--- config.mk ---
export PLATFORM = sky130hd
export DESIGN_NAME = homomorphic_add_ctrl
export DESIGN_NICKNAME = d
export VERILOG_FILES = /design/src/rtl/homomorphic_add_ctrl_pkg.sv /design/src/rtl/ctrl_delay_line.sv /design/src/rtl/homomorphic_add_ctrl.sv
export SDC_FILE = /design/constraint.sdc
export NUM_CORES = 1
export LEC_CHECK = 0
export ABC_AREA = 0
export ABC_CLOCK_PERIOD_IN_PS = 2500
export BUFFER_PORTS_ARGS = -buffer_cell sky130_fd_sc_hd__buf_2
export CAP_MARGIN = 20
export CORE_ASPECT_RATIO = 1.25
export CORE_MARGIN = 4
export CORE_UTILIZATION = 51
export CTS_BUF_LIST = sky130_fd_sc_hd__clkbuf_16
export DETAILED_ROUTE_END_ITERATION = 10
export PLACE_DENSITY = 0.76
export RECOVER_POWER = 25
export SYNTH_ARGS = -nofsm -noshare
export SYNTH_HDL_FRONTEND = slang
export SYNTH_HIERARCHICAL = 1
export SYNTH_SLANG_ARGS = --single-unit
export TNS_END_PERCENT = 30
--- constraint.sdc ---
create_clock -name clk -period 2.5 [get_ports clk]
set_clock_uncertainty 0.1 [all_clocks]
set_input_delay 0.25 -clock clk [delete_from_list [all_inputs] [get_ports clk]]
set_output_delay 0.25 -clock clk [all_outputs]
set_load 0.005 [all_outputs]
--- src/rtl/homomorphic_add_ctrl_pkg.sv ---
// Shared types and sizing helpers for the homomorphic ciphertext-add controller.
package homomorphic_add_ctrl_pkg;

   localparam int CT_WIDTH = 10;

   typedef logic [CT_WIDTH-1:0] ct_word_t;

   typedef enum logic [1:0] {
      IDLE,
      READ,
      DRAIN
   } state_t;

   // Beats needed to move one ciphertext of dimension+1 words, rounded up.
   function automatic int calc_nb(input int dimension, input int parallel);
      return (dimension + parallel) / parallel;
   endfunction

   function automatic int calc_last_lanes(input int dimension, input int parallel);
      return (dimension + 1) - (calc_nb(dimension, parallel) - 1) * parallel;
   endfunction

endpackage

--- src/rtl/ctrl_delay_line.sv ---
// Two-stage pipeline carrying {valid, beat, last}; stage 1 enables the adder,
// stage 2 drives the destination write and the completion pulse.
module ctrl_delay_line #(
   parameter int ADDR_WIDTH = 8,
   parameter int PARALLEL   = 1,
   parameter int LAST_LANES = 1
) (
   input  logic                  clk,
   input  logic                  rst,
   input  logic                  issue_valid,
   input  logic [ADDR_WIDTH-1:0] issue_beat,
   input  logic                  issue_last,
   input  logic [ADDR_WIDTH-1:0] dst_base,
   output logic                  add_en,
   output logic                  wr_en,
   output logic [ADDR_WIDTH-1:0] wr_addr,
   output logic [PARALLEL-1:0]   wr_mask,
   output logic                  done
);

   logic                  valid1_reg;
   logic                  last1_reg;
   logic [ADDR_WIDTH-1:0] beat1_reg;
   logic                  wr_en_reg;
   logic                  done_reg;
   logic [ADDR_WIDTH-1:0] wr_addr_reg;
   logic [PARALLEL-1:0]   wr_mask_reg;
   logic [PARALLEL-1:0]   last_mask;

   genvar gi;
   generate
      for (gi = 0; gi < PARALLEL; gi++) begin : g_last_mask
         assign last_mask[gi] = (gi < LAST_LANES);
      end
   endgenerate

   always_ff @(posedge clk) begin
      if (rst) begin
         valid1_reg  <= 1'b0;
         last1_reg   <= 1'b0;
         beat1_reg   <= '0;
         wr_en_reg   <= 1'b0;
         done_reg    <= 1'b0;
         wr_addr_reg <= '0;
         wr_mask_reg <= '0;
      end else begin
         valid1_reg  <= issue_valid;
         last1_reg   <= issue_valid && issue_last;
         beat1_reg   <= issue_valid ? issue_beat : '0;
         wr_en_reg   <= valid1_reg;
         done_reg    <= valid1_reg && last1_reg;
         // Idle stages emit zero address and mask so nothing stale reaches memory.
         wr_addr_reg <= valid1_reg ? dst_base + beat1_reg : '0;
         wr_mask_reg <= !valid1_reg ? '0 : (last1_reg ? last_mask : '1);
      end
   end

   assign add_en  = valid1_reg;
   assign wr_en   = wr_en_reg;
   assign wr_addr = wr_addr_reg;
   assign wr_mask = wr_mask_reg;
   assign done    = done_reg;

endmodule

--- src/rtl/homomorphic_add_ctrl.sv ---
// Sequences a full-ciphertext add: streams both sources out of memory beat by
// beat, enables the lane adder, and writes the sums back to the destination.
module homomorphic_add_ctrl
   import homomorphic_add_ctrl_pkg::*;
#(
   parameter int CIPHERTEXT_WIDTH = 10,
   parameter int DIMENSION        = 1,
   parameter int PARALLEL         = 1,
   parameter int ADDR_WIDTH       = 8
) (
   input  logic                  clk,
   input  logic                  rst,
   input  logic                  start,
   input  logic [ADDR_WIDTH-1:0] src1_base,
   input  logic [ADDR_WIDTH-1:0] src2_base,
   input  logic [ADDR_WIDTH-1:0] dst_base,
   output logic                  busy,
   output logic                  done,
   output logic                  rd_en,
   output logic [ADDR_WIDTH-1:0] rd_addr1,
   output logic [ADDR_WIDTH-1:0] rd_addr2,
   output logic                  add_en,
   output logic                  wr_en,
   output logic [ADDR_WIDTH-1:0] wr_addr,
   output logic [PARALLEL-1:0]   wr_mask
);

   localparam int NB         = calc_nb(DIMENSION, PARALLEL);
   localparam int LAST_LANES = calc_last_lanes(DIMENSION, PARALLEL);
   localparam logic [ADDR_WIDTH-1:0] LAST_BEAT = ADDR_WIDTH'(NB - 1);

   generate
      if (CIPHERTEXT_WIDTH < 1 || DIMENSION < 1 || PARALLEL < 1 || ADDR_WIDTH < 1) begin : g_param_check
         $error("homomorphic_add_ctrl: widths, DIMENSION and PARALLEL must be positive");
      end
   endgenerate

   state_t                state_reg;
   logic [ADDR_WIDTH-1:0] k_reg;
   logic [ADDR_WIDTH-1:0] k_next;
   logic [ADDR_WIDTH-1:0] src1_reg;
   logic [ADDR_WIDTH-1:0] src2_reg;
   logic [ADDR_WIDTH-1:0] dst_reg;
   logic                  busy_reg;
   logic                  rd_en_reg;
   logic [ADDR_WIDTH-1:0] rd_addr1_reg;
   logic [ADDR_WIDTH-1:0] rd_addr2_reg;
   logic                  issue_last;

   assign k_next     = k_reg + ADDR_WIDTH'(1);
   assign issue_last = (k_reg == LAST_BEAT);

   always_ff @(posedge clk) begin
      if (rst) begin
         state_reg    <= IDLE;
         k_reg        <= '0;
         src1_reg     <= '0;
         src2_reg     <= '0;
         dst_reg      <= '0;
         busy_reg     <= 1'b0;
         rd_en_reg    <= 1'b0;
         rd_addr1_reg <= '0;
         rd_addr2_reg <= '0;
      end else begin
         unique case (state_reg)
            IDLE: begin
               if (start) begin
                  state_reg    <= READ;
                  k_reg        <= '0;
                  src1_reg     <= src1_base;
                  src2_reg     <= src2_base;
                  dst_reg      <= dst_base;
                  busy_reg     <= 1'b1;
                  rd_en_reg    <= 1'b1;
                  rd_addr1_reg <= src1_base;
                  rd_addr2_reg <= src2_base;
               end
            end
            READ: begin
               // Registers hold the beat being issued now; advance or finish.
               if (issue_last) begin
                  state_reg    <= DRAIN;
                  k_reg        <= '0;
                  rd_en_reg    <= 1'b0;
                  rd_addr1_reg <= '0;
                  rd_addr2_reg <= '0;
               end else begin
                  k_reg        <= k_next;
                  rd_addr1_reg <= src1_reg + k_next;
                  rd_addr2_reg <= src2_reg + k_next;
               end
            end
            DRAIN: begin
               if (done) begin
                  state_reg <= IDLE;
                  busy_reg  <= 1'b0;
               end
            end
            default: state_reg <= IDLE;
         endcase
      end
   end

   ctrl_delay_line #(
      .ADDR_WIDTH (ADDR_WIDTH),
      .PARALLEL   (PARALLEL),
      .LAST_LANES (LAST_LANES)
   ) u_delay_line (
      .clk         (clk),
      .rst         (rst),
      .issue_valid (rd_en_reg),
      .issue_beat  (k_reg),
      .issue_last  (issue_last),
      .dst_base    (dst_reg),
      .add_en      (add_en),
      .wr_en       (wr_en),
      .wr_addr     (wr_addr),
      .wr_mask     (wr_mask),
      .done        (done)
   );

   assign busy     = busy_reg;
   assign rd_en    = rd_en_reg;
   assign rd_addr1 = rd_addr1_reg;
   assign rd_addr2 = rd_addr2_reg;

endmodule
==> reports/metrics.yaml, run 1 <==
die:
  dieWidth_um: 83.17
  pin_count: 57
  core_area_sq_um: 6934
  initial_utilization: 0.5195
  dieHeight_um: 102.0
  dieArea_sq_um: 8480
  fp-row-count: 34
detailed_routing:
  routed_wl_um: 8820
  via_per_inst: 5.556
  drc_errors: 0
  vias: 3239
  drtPass1Iterations: 4
  ant_nets: 0
  wl_per_cell_um: 15.13
  drt_iter0_drc: 136
power:
  power_density_nw_per_um2: 689.0
  ir_drop_v: 0.0004252
  p_leak_nw: 1.922
  power_mw: 3.041
cts:
  clock-sinks: 72
  htree_levels: 3
  hold_buffers: 0
  cts-root-buf: "clkbuf_16"
  insertion_delay_ps: 330
  clk_pin_slew_ps: 60
  cts_tree: "built"
  numCtsBuffers: 9
  ctsLongestPathBuffers: 2
grt:
  grt_first_pass_wirelength_um: 14550
  grt_overflow: 0
  grt_pass1_vias: 3223
  grt_start_max_net_pins: 51
  antenna_found_initial: 0
  track_usage: 0.2144
min_path:
  min_path_type: "input port to register"
  whs_path_depth: 3
  hp-start: "dst_base[1]"
  whs_endpoint: "dst_reg[1]"
final_layout:
  finish.net_count: 541
  final_core_util: 0.6366
  layout_commonest_cell: "dfxtp_1"
  stdcell_area_sq_um: 4414
  syn_to_final_growth_pct: 22.54
  instances_no_fill: 583
  post_route_cells_drive_above_1_share: 0.2150
  register_area_sq_um: 1445
  final_cell_mix: "dfxtp_1 (69), nand2_1 (66), buf_2 (47)"
  fillCellCount: 597
  multi_input_area_sq_um: 2082
  n_antenna_cell: 0
placed_design:
  io_buffers: 56
  hpwl_um: 6371
  placedCellCount: 567
  gp_congestion: 0.8572
  dpl_cell_area_sq_um: 4029
sta:
  slew-limit-headroom: 0.6386
  period_needed_ps: 2359
  finalHoldViolCount: 0
  maxSlewViolCount: 0
  finalCritPeriodShare: 0.9436
  fmax_mhz: 423.9
  worstMarginPinSlew_ps: 542.1
  setup_tns_ps: 0
  setup_viol: 0
  rsz0062_at_grt: "yes"
critical_path:
  r2r.worst_path.cells: 9
  arrival_ps: 2530
  r2r-start: "k_reg[1]"
  crit_fanout: 5
  end_kind: "register"
  required_ps: 2670
  crit_type: "register to register"
  reg2reg_to: "rd_addr2[6]"
  startpoint_type: "register"
  r2r_slack_ps: 140
yosys:
  synthArstFlopShare: 0
  netlist_instances: 427
  ys_seq_elements: 72
  ys_warn_count: 6
  synth_area_per_cell_sq_um: 8.436
  yosysUniqueCellTypes: 49
  synth-main-ff-cell: "dfxtp_1"
  synth_edf_count: 0
  synth_area_sq_um: 3602
  ys_seq_area_frac: 0.4001
  synth_fp_nets: 480
job:
  cap_violations: 0
outcome:
  outcome: "complete, no violations"
-- layout make-up --
class	instances	share of cell area
multi-input cells	319	0.4717
flip-flops and latches	72	0.3274
repair buffers	75	0.09325
clock buffers	9	0.05102
well taps	90	0.02551
clock inverters	7	0.02183
inverters	11	0.009354
-- how the worst max path moves through the flow --
stage / start / endpoint / slack, ps / depth (start not counted)
6_report: k_reg[1] / rd_addr2[6] / 140 / 9
5_1_grt: k_reg[0] / rd_addr2[6] / 3 / 8
4_1_cts: k_reg[1] / rd_addr2[6] / 30 / 9
3_5_place_dp: k_reg[1] / rd_addr2[6] / -20 / 9
3_3_place_gp: k_reg[1] / rd_addr2[6] / 10 / 9
2_1_floorplan: k_reg[1] / rd_addr2[6] / 120 / 9
-- metrics by stage --
step / hold slack [ps] / setup slack (ps)
floorplan: 286.0 / 124.1
global placement: 323.3 / 14.07
detailed placement: 314.9 / -16.43
CTS: 50.35 / 26.08
global route: 57.39 / 2.659
finish: 57.00 / 141.0
-- kinds of logic (layout without fill, tap and decap cells) --
| kind of cell | count (synthesis) | count (layout) | synth area share |
|---|---|---|---|
| simple gates | 154 | 154 | 0.2018 |
| compound gates | 123 | 123 | 0.2126 |
| buf+inv | 36 | 102 | 0.04237 |
| fa+ha+maj | 26 | 26 | 0.09656 |
| flops | 72 | 72 | 0.4001 |
| xor+xnor | 16 | 16 | 0.04654 |
-- Yosys cell counts, types with 2 or more instances --
cell	n	area, sq um
dfxtp_1	72	1441
nand2_1	66	247.7
a21oi_1	45	225.2
nor2_1	31	116.4
o21ai_0	27	135.1
ha_1	23	287.8
clkbuf_1	18	67.56
a211oi_1	17	127.6
and2_1	11	68.82
inv_1	10	37.54
nor3_1	10	50.05
nand3_1	8	40.04
xnor2_1	8	70.07
nor2b_1	6	37.54
o21a_1	6	45.04
xor2_1	6	52.55
a21o_1	5	37.54
a22oi_1	4	30.03
nand2b_1	4	25.02
o211ai_1	4	30.03
fa_1	3	60.06
nand3b_1	3	22.52
nor3b_1	3	22.52
o21ai_1	3	15.01
or3_1	3	18.77
buf_1	2	7.510
buf_2	2	10.01
buf_4	2	15.01
o22ai_1	2	12.51
o31a_1	2	17.52
or4b_1	2	20.02
xnor3_1	2	45.04
-- report_power, final --
part / switching, mW / internal (mW)
logic: 0.233 / 0.170
registers: 0.0439 / 1.22
clock network: 0.504 / 0.875
-- worst max-delay path, cell delays in order (launching register included) --
cell	delay, ps
dfxtp_2	380
inv_1	50
ha_1	280
inv_2	70
fa_2	370
a211oi_2	200
nor2_1	90
o21a_1	180
or4b_1	500
nand3_1	90
-- timing repair --
| item | in CTS | in global routing |
|---|---|---|
| buffers inserted | 0 | 0 |
| pin swaps | 0 | 1 |
| endpoints found under the hold margin | 0 | 0 |
| resized for setup | 4 | 16 |
| setup endpoints to repair | 1 | 6 |
-- per-layer routing --
metal / up-vias / wire [um] / global-route usage
li1: 1611 / - / -
met1: 1525 / 3375 / 0.2237
met2: 76 / 4781 / 0.4086
met3: 27 / 338 / 0.02984
met4: 0 / 325 / 0.1308
met5: - / 0 / 0
No activity file was read; power rests on OpenSTA's default activity.
==> run 2: changes to the inputs <==
==> constraint.sdc (replaced) <==
create_clock -name clk -period 2.5 [get_ports clk]
set_clock_uncertainty 0.1 [all_clocks]
set_input_delay 0 -clock clk [delete_from_list [all_inputs] [get_ports clk]]
set_output_delay 0 -clock clk [all_outputs]
set_load 0.005 [all_outputs]
==> run 2 against run 1 <==
Via count grew 2.1%. Sequential power is essentially flat. Non-clock buffer count grew 27. Fmax shrank 3.0%. Largest cell class unchanged. Critical endpoint unchanged. Clock-buffer cell count is the same. Core utilization grew 3.4 points. First-iteration DRC count grew 32%. Sequential share of layout area shrank 1.7 points.
==> reports/metrics.yaml, run 2 (synthesized netlist as in run 1, its figures left out) <==
outcome:
  outcome: "complete, no violations"
grt:
  grt_first_pass_wirelength_um: 15170
  met3_usage: 0.04355
  grt_pass1_vias: 3354
  grt_start_max_net_pins: 32
  met1_usage: 0.2357
  grtUsageMet2: 0.4136
  grt_overflow: 0
  busiest_layer: "met2"
  track_usage: 0.2238
  antenna_found_initial: 0
critical_path:
  r2r-start: "k_reg[0]"
  end_kind: "register"
  arrival_ps: 2610
  r2r_slack_ps: 70
  startpoint_type: "register"
  required_ps: 2680
  crit_fanout: 7
  crit_type: "register to register"
  cp-startpoint: "k_reg[0]"
sta:
  finalHoldViolCount: 0
  fmax_mhz: 411.0
  worstMarginPinSlew_ps: 500.3
  setup_viol: 0
  period_needed_ps: 2433
  finalCritPeriodShare: 0.9732
  maxSlewViolCount: 0
  rsz0062_at_grt: "yes"
  slew-limit-headroom: 0.6658
die:
  pin_count: 57
  dieArea_sq_um: 8480
  fp-row-count: 34
  dieHeight_um: 102.0
  core_area_sq_um: 6934
  dieWidth_um: 83.17
  initial_utilization: 0.5195
power:
  p_leak_nw: 2.043
  power_density_nw_per_um2: 658.1
  ir_drop_v: 0.0003750
  power_mw: 3.060
cts:
  post_cts_buffers: 0
  cts_tree: "built"
  numCtsBuffers: 9
  htree_levels: 3
  cts-root-buf: "clkbuf_16"
  insertion_delay_ps: 340
  clock-sinks: 72
  clk_pin_slew_ps: 60
  ctsLongestPathBuffers: 2
placed_design:
  placedCellCount: 569
  hpwl_um: 6344
  gp_congestion: 0.8891
  io_buffers: 56
detailed_routing:
  drt_iter0_drc: 179
  drtPass1Iterations: 4
  routed_wl_um: 8956
  via_per_inst: 5.421
  vias: 3307
  ant_nets: 0
  drc_errors: 0
  wl_per_cell_um: 14.68
final_layout:
  post_route_cells_drive_above_1_share: 0.1962
  instances_no_fill: 610
  layout_commonest_cell: "dfxtp_1"
  final_cell_mix: "dfxtp_1 (70), nand2_1 (66), a21oi_1 (45), buf_2 (45), nor2_1 (31)"
  syn_to_final_growth_pct: 29.07
  finish.net_count: 568
  n_antenna_cell: 0
min_path:
  min_path_type: "input port to register"
  hp-start: "start"
job:
  cap_violations: 0
run 2: cell count changes in the layout (fill, tap and decap cells not counted), moves of 2 or more:
cell           delta
and2_0            -2
and2_1            +2
buf_2             -2
buf_4             +2
clkbuf_1          +2
clkinv_2          +2
clkinv_4          +2
clkinvlp_4        -2
dlygate4sd3_1    +25
run 2: cell type report:
type	count	area (sq um)
fillers	566	2285
multi-input cells	319	2056
flip-flops and latches	72	1444
clock buffers	9	225.2
inverters	11	41.29
clock inverters	7	96.34
well taps	90	112.6
repair buffers	102	674.4
run 2: path summary, 6_finish.rpt:
kind / endpoint / cells after the start
hold / removal: busy / 4
setup reg to reg: rd_addr2[6] / 8
setup / recovery: rd_addr2[6] / 8
hold reg to reg: u_delay_line/done / 1
run 2: power by group:
group	total (mW)	switching, mW	internal [mW]
logic	0.426	0.235	0.191
registers	1.26	0.0425	1.22
clock network	1.38	0.501	0.874
total	3.06	0.779	2.28
run 2: critical path: stages, from the launching register on:
cell and delay [ps]:
dfxtp_2 380, ha_2 240, xor2_1 220, ha_1 310
a211oi_2 240, nor2_1 90, o21a_1 180, or4b_1 500
nand3_1 110
run 2: timing repair:
action,in CTS,in global routing
setup endpoints to repair,2,6
resized for setup,4,9
hold buffers,25,0
cloned,0,0
hold endpoints to repair,37,0
run 2: per-stage QoR:
stage / setup TNS (ps) / util / worst slack (ps) / area [sq um] / hold WS, ps
after global placement: -1.618 / 0.5832 / -1.618 / 4044 / 147.9
after floorplan: 0 / - / 124.1 / 3602 / 35.96
after detailed placement: -34.57 / 0.5832 / -34.57 / 4044 / 150.8
after CTS: 0 / 0.6671 / 25.45 / 4626 / 29.38
after global routing: -131.2 / 0.6705 / -43.02 / 4649 / 59.52
final: 0 / 0.6705 / 67.05 / 4649 / 39.78
run 2: per-layer routing:
| layer | routed length, um | up-vias |
|---|---|---|
| li1 | - | 1669 |
| met1 | 3555 | 1548 |
| met2 | 4776 | 68 |
| met3 | 284 | 22 |
| met4 | 340 | 0 |
| met5 | 0 | - |
